## config.mk

```make
export PLATFORM = sky130hd
export DESIGN_NAME = adpcm_sample_fetch
export DESIGN_NICKNAME = d
export VERILOG_FILES = /design/src/rtl/adpcm_sample_fetch.sv
export SDC_FILE = /design/constraint.sdc
export NUM_CORES = 1
export LEC_CHECK = 0
export ABC_CLOCK_PERIOD_IN_PS = 2400
export CELL_PAD_IN_SITES_DETAIL_PLACEMENT = 0
export CELL_PAD_IN_SITES_GLOBAL_PLACEMENT = 1
export CORE_ASPECT_RATIO = 1.5
export CORE_UTILIZATION = 25
export CTS_BUF_LIST = sky130_fd_sc_hd__clkbuf_4 sky130_fd_sc_hd__clkbuf_8
export DETAILED_ROUTE_END_ITERATION = 8
export PLACE_DENSITY = 0.58
export SKIP_CTS_REPAIR_TIMING = 1
export SLEW_MARGIN = 15
export SYNTH_ARGS = -nofsm -noshare
export SYNTH_HDL_FRONTEND = slang
export SYNTH_SLANG_ARGS = --single-unit
export TNS_END_PERCENT = 5
```

## constraint.sdc

```tcl
create_clock -name clk -period 2.4 [get_ports clk]
set_input_delay 0.24 -clock clk [delete_from_list [all_inputs] [get_ports clk]]
set_output_delay 0.24 -clock clk [all_outputs]
set_load 0.03 [all_outputs]
```

## src/rtl/adpcm_sample_fetch.sv

```systemverilog
// Streams one ADPCM sample from SDRAM to a nibble-serial decoder: toggle-handshake word reads into a small FIFO, nibbles out.
// Optional: define ADPCM_FETCH_LOOP_EN to add the `loop` input (seamless restart from the start word after the end word).
module adpcm_sample_fetch #(
  parameter int FIFO_DEPTH = 4
) (
  input  logic        clk,
  input  logic        reset,
  input  logic        start,
  input  logic [25:0] start_addr,
  input  logic [25:0] end_addr,
  input  logic        nib_rd,
  output logic [3:0]  nib_out,
  output logic        nib_valid,
  output logic        busy,
  output logic        done,
  output logic        underrun,
  output logic        mem_req,
  input  logic        mem_ack,
  output logic [25:0] mem_addr,
  input  logic [31:0] mem_q
`ifdef ADPCM_FETCH_LOOP_EN
  ,
  input  logic        loop
`endif
);

  localparam int PW = $clog2(FIFO_DEPTH);
  localparam int CW = PW + 1;
  localparam logic [CW-1:0] DEPTH_C = CW'(FIFO_DEPTH);

  typedef enum logic [1:0] {S_IDLE, S_RUN, S_FLUSH} state_t;

  state_t        state_q, state_d;
  logic [23:0]   start_word_q, start_word_d, end_word_q, end_word_d;
  logic [23:0]   fetch_word_q, fetch_word_d;
  logic          end_req_q, end_req_d, out_q, out_d, pend_last_q, pend_last_d;
  logic          mem_req_q, mem_req_d;
  logic [25:0]   mem_addr_q, mem_addr_d;
  logic [32:0]   fifo_q [FIFO_DEPTH];
  logic [32:0]   fifo_d [FIFO_DEPTH];
  logic [PW-1:0] wr_ptr_q, wr_ptr_d, rd_ptr_q, rd_ptr_d;
  logic [CW-1:0] cnt_q, cnt_d;
  logic [2:0]    idx_q, idx_d;
  logic [3:0]    nib_out_q, nib_out_d;
  logic          nib_valid_q, nib_valid_d, busy_q, busy_d;
  logic          done_q, done_d, underrun_q, underrun_d;

  logic          ack_hit, restart, push, pop, fill_empty, loop_w;
  logic [31:0]   head_word;
  logic          unused_addr_bits;

`ifdef ADPCM_FETCH_LOOP_EN
  assign loop_w = loop;
`else
  assign loop_w = 1'b0;
`endif

  assign unused_addr_bits = ^{start_addr[1:0], end_addr[1:0]};

  always_comb begin
    state_d      = state_q;
    start_word_d = start_word_q;
    end_word_d   = end_word_q;
    fetch_word_d = fetch_word_q;
    end_req_d    = end_req_q;
    out_d        = out_q;
    pend_last_d  = pend_last_q;
    mem_req_d    = mem_req_q;
    mem_addr_d   = mem_addr_q;
    fifo_d       = fifo_q;
    wr_ptr_d     = wr_ptr_q;
    rd_ptr_d     = rd_ptr_q;
    cnt_d        = cnt_q;
    idx_d        = idx_q;
    done_d       = 1'b0;
    underrun_d   = 1'b0;
    restart      = 1'b0;
    push         = 1'b0;
    pop          = 1'b0;

    ack_hit = out_q && (mem_ack == mem_req_q);
    if (ack_hit) out_d = 1'b0;

    if (start) begin
      start_word_d = start_addr[25:2];
      end_word_d   = end_addr[25:2];
      fetch_word_d = start_addr[25:2];
      end_req_d    = 1'b0;
      wr_ptr_d     = '0;
      rd_ptr_d     = '0;
      cnt_d        = '0;
      idx_d        = '0;
      // A stale request still in flight must drain before the new stream can fetch.
      if (state_q == S_FLUSH) state_d = ack_hit ? S_RUN : S_FLUSH;
      else if (out_d)         state_d = S_FLUSH;
      else begin
        state_d = S_RUN;
        restart = 1'b1;
      end
    end else begin
      case (state_q)
        S_FLUSH: if (ack_hit) state_d = S_RUN;
        S_RUN: begin
          push = ack_hit;
          if (nib_rd && nib_valid_q) begin
            if (idx_q == 3'd7) begin
              pop   = 1'b1;
              idx_d = '0;
            end else begin
              idx_d = idx_q + 3'd1;
            end
          end
        end
        default: ;
      endcase
      underrun_d = nib_rd && busy_q && !nib_valid_q;
    end

    if (push) begin
      fifo_d[wr_ptr_q] = {pend_last_q, mem_q};
      wr_ptr_d         = wr_ptr_q + 1'b1;
    end
    if (pop) rd_ptr_d = rd_ptr_q + 1'b1;
    if (push && !pop)      cnt_d = cnt_q + 1'b1;
    else if (pop && !push) cnt_d = cnt_q - 1'b1;

    if (pop && fifo_q[rd_ptr_q][32]) begin
      done_d   = 1'b1;
      state_d  = S_IDLE;
      cnt_d    = '0;
      wr_ptr_d = '0;
      rd_ptr_d = '0;
      idx_d    = '0;
    end

    // One request in flight; a fresh ack must be seen one cycle before the next issue.
    if (state_d == S_RUN && !end_req_d &&
        (restart || (state_q == S_RUN && !out_q && cnt_q < DEPTH_C))) begin
      mem_req_d  = ~mem_req_q;
      mem_addr_d = {fetch_word_d, 2'b00};
      out_d      = 1'b1;
      if (fetch_word_d == end_word_d) begin
        pend_last_d = !loop_w;
        if (loop_w) fetch_word_d = start_word_d;
        else begin
          end_req_d    = 1'b1;
          fetch_word_d = fetch_word_d + 24'd1;
        end
      end else begin
        pend_last_d  = 1'b0;
        fetch_word_d = fetch_word_d + 24'd1;
      end
    end

    // Word arriving into an empty FIFO becomes the head directly from mem_q.
    fill_empty  = push && (cnt_q == {{(CW-1){1'b0}}, pop});
    head_word   = fill_empty ? mem_q : fifo_q[rd_ptr_d][31:0];
    busy_d      = (state_d != S_IDLE);
    nib_valid_d = (state_d == S_RUN) && (cnt_d != '0);
    nib_out_d   = nib_valid_d ? head_word[{idx_d[2:1], ~idx_d[0], 2'b00} +: 4] : 4'd0;
  end

  always_ff @(posedge clk) begin
    fifo_q <= fifo_d;
    if (reset) begin
      state_q      <= S_IDLE;
      start_word_q <= '0;
      end_word_q   <= '0;
      fetch_word_q <= '0;
      end_req_q    <= 1'b0;
      out_q        <= 1'b0;
      pend_last_q  <= 1'b0;
      mem_req_q    <= 1'b0;
      mem_addr_q   <= '0;
      wr_ptr_q     <= '0;
      rd_ptr_q     <= '0;
      cnt_q        <= '0;
      idx_q        <= '0;
      nib_out_q    <= '0;
      nib_valid_q  <= 1'b0;
      busy_q       <= 1'b0;
      done_q       <= 1'b0;
      underrun_q   <= 1'b0;
    end else begin
      state_q      <= state_d;
      start_word_q <= start_word_d;
      end_word_q   <= end_word_d;
      fetch_word_q <= fetch_word_d;
      end_req_q    <= end_req_d;
      out_q        <= out_d;
      pend_last_q  <= pend_last_d;
      mem_req_q    <= mem_req_d;
      mem_addr_q   <= mem_addr_d;
      wr_ptr_q     <= wr_ptr_d;
      rd_ptr_q     <= rd_ptr_d;
      cnt_q        <= cnt_d;
      idx_q        <= idx_d;
      nib_out_q    <= nib_out_d;
      nib_valid_q  <= nib_valid_d;
      busy_q       <= busy_d;
      done_q       <= done_d;
      underrun_q   <= underrun_d;
    end
  end

  assign nib_out   = nib_out_q;
  assign nib_valid = nib_valid_q;
  assign busy      = busy_q;
  assign done      = done_q;
  assign underrun  = underrun_q;
  assign mem_req   = mem_req_q;
  assign mem_addr  = mem_addr_q;

endmodule

```

==> flow_summary.toml <==
[power_and_ir_drop]
power_switching_mw = 2.50
p_sw_share_pct = 25.9
clockPowerShare_pct = 41.4
leakagePower_nw = 5.55
seqPwrFrac_pct = 45.2
finalPower_mw = 9.65
vdd.ir_drop.worst_uv = 378
intPower_mw = 7.15
pwr-share-comb_pct = 13.3
power_density_mw_per_mm2 = 649

[clock_tree]
clk_latency_ns = 0.58
cts_root_buf = "clkbuf_8"
htreeDepth = 2
path_clk_slew_ns = 0.06
cts_tree = "built"
cts_sinks = 228
cts_buffers = 41
cts_max_path_buffers = 3

[worst_setup_path]
critPathRequiredTime_ns = 2.89
crit_path_start = "state_q[1]"
crit_type = "reg -> reg"
r2r_start = "state_q[1]"
r2r_cells = 10
cp_slowest_cell = "and4b_4"
startpoint_type = "flop"
crit_path_cell_trace = "and4b_4, buf_6, mux2i_4, buf_12, nand2_4, and3_4, a31oi_4, a211oi_2, o311ai_2, nor4b_2"
setup.worst_path.end = "nib_out[0]"
rrSetupSlack_ns = -0.16
arrival_ns = 3.05
cp-end-kind = "flop"
reg2reg_to = "nib_out[0]"
max_stage_delay_ns = 0.40
cp_max_fo = 7

[timing]
worst_slack_ns = -0.160
rsz0062_at_grt = "yes"
tns_ns = -0.634
fmax_ghz = 0.391
slew_headroom_pct = 38.5
fin_crit_sh_pct = 107
setup_violations = 9
period_minus_slack_ns = 2.56
drv_slew = 0
finalHoldViolations = 0
worst_pin_slew_ns = 0.922
skew_ns = 0.0454
holdWs_ns = 0.174

[synthesis]
netlist_area_mm2 = 0.0106
synth_seq_cells = 228
synth_top_cell_by_area = "edfxtp_1"
synth-edff-count = 132
synth_cell_type_count = 76
synthTopCellsByCount = "edfxtp_1, nor2_1, nand2_1, dfxtp_1, mux2i_1"
yosys-top-cells-area = "edfxtp_1, dfxtp_1, mux2i_1, nor2_1, nand2_1"
synthFlopType = "edfxtp_1"
avgSynthCellArea_um2 = 11.0
synth_seq_area_share_pct = 55.8
yosysMostFrequentCell = "edfxtp_1"
async_flop_share_pct = 0
synth_top_area_share_pct = 37.6
syn_inst = 956
ys_warn_count = 0

[layout]
area_growth_pct = 40.8
antennaDiodeCount = 0
num-nets-final = 1340
drive_gt1_share_pct = 25.1

[global_route]
grt_pass1_vias = 8671
grt_max_degree = 83
antenna_found_initial = 0
grt_pass1_wl_um = 51000
gr-total-overflow = 0
grt_usage_pct = 15.8

[placement]
place_congestion = 0.849
dp_hpwl_um = 24600
port_buffers = 117

[routing]
vias_per_cell = 4.61
ant_nets = 0
drt_iter0_drc = 328
firstDrtPassIters = 5
vias = 8458
drc_errors = 0
avgRoutedWirePerCell_um = 18.8
routed_wl_um = 34500

[status]
status = "finished, violations left"
violations = "setup timing"

[floorplan]
die_height_um = 254
die-area_mm2 = 0.0430
pin_count = 124
rows = 91
start_util_pct = 25.5
die_w_um = 170
core_area_mm2 = 0.0413

[job]
cap_violations = 0

[worst_hold_path]
min_path_type = "in -> reg"
## how the worst min path moves through the flow
stage,cells past startpoint,from,to,slack (ns)
after floorplan,0,mem_q[0],fifo_q[0],0.34
after global placement,2,busy,underrun,0.46
after detailed placement,2,busy,underrun,0.46
after CTS,4,reset,cnt_q[1],0.13
after global routing,4,reset,cnt_q[0],0.17
final,4,reset,cnt_q[0],0.17
## layer usage
layer / vias up / part of all wire, % / global-route usage, %
met5: - / 0 / 0
met4: 0 / 2.4 / 4.92
met3: 56 / 5.0 / 3.25
met2: 211 / 53 / 29.8
met1: 4093 / 39 / 17.3
li1: 4098 / - / -
## power by group through the flow
stage               Combinational [mW]  Sequential, mW  Clock [mW]
detailed placement                1.29            4.45           0
global placement                  1.29            4.45           0
finish                            1.28            4.36        4.00
CTS                               1.30            4.36        4.12
floorplan                        0.519            4.57           0
global route                      1.39            4.38        4.29
## through the flow
stage / worst slack, ns / util (%) / cell area (um2) / std cells
6_report: -0.160 / 35.9 / 14900 / 1833
5_1_grt: -0.269 / 35.9 / 14900 / 1833
4_1_cts: -0.529 / 34.8 / 14400 / 1809
3_5_place_dp: -0.645 / 32.6 / 13500 / 1733
3_3_place_gp: -0.616 / 32.6 / 13500 / 1733
2_1_floorplan: -0.182 / - / 10600 / 957
## critical path, delay by kind of cell (launching register included)
family / cells / cell delay, ns
AND/OR/NAND/NOR: 4 / 0.84
flip-flops: 1 / 0.34
buffers and inverters: 2 / 0.31
AO/OA/AOI/OAI: 3 / 0.62
multiplexers: 1 / 0.35
## layout make-up
| cell class | instances | area (um2) |
|---|---|---|
| fill | 4150 | 26500 |
| clock inverter | 16 | 136 |
| tap | 558 | 698 |
| sequential | 228 | 5890 |
| timing repair buffer | 305 | 2860 |
| inverter | 11 | 41.3 |
| multi-input combinational | 655 | 4470 |
| clock buffer | 60 | 763 |
## state kept, by name, indices dropped and copies added (netlist names), 2 cells and up
name and cells:
wr_ptr_q 2, state_q 2, nib_out 4, fifo_q 132, idx_q 3, rd_ptr_q 2
mem_addr 24, end_word_q 24, cnt_q 3, fetch_word_q 24
## placed cells by master, fill, tap and decap left out, types with 6 or more instances in the layout
| master | count |
|---|---|
| clkbuf_4 | 10 |
| nor3_1 | 23 |
| clkbuf_8 | 50 |
| mux2i_1 | 51 |
| buf_6 | 7 |
| buf_12 | 18 |
| inv_1 | 11 |
| o21ai_0 | 11 |
| nand2_1 | 104 |
| clkdlybuf4s50_1 | 115 |
| a211oi_1 | 31 |
| ha_1 | 7 |
| buf_4 | 162 |
| clkinv_2 | 6 |
| nor4_1 | 7 |
| nand3_1 | 29 |
| o21ai_1 | 6 |
| and3_1 | 12 |
| xor2_1 | 33 |
| nor2_1 | 104 |
| a21oi_1 | 28 |
| a31oi_1 | 17 |
| xnor2_1 | 37 |
| nor2b_1 | 6 |
| dfxtp_1 | 94 |
| o221ai_1 | 18 |
| edfxtp_1 | 132 |
## cell families after synthesis
logic type,Yosys count,share of synthesized area [%]
adders and majority gates,9,1.07
and+or+nand+nor,338,15.2
xor gates and xnor gates,70,5.81
AOI/OAI and AO/OA,179,12.6
muxes,56,5.59
DFF,228,55.8
buffers and inverters,75,3.95
other,1,0.0355
Note: power is estimated with default switching activity, not from simulation.
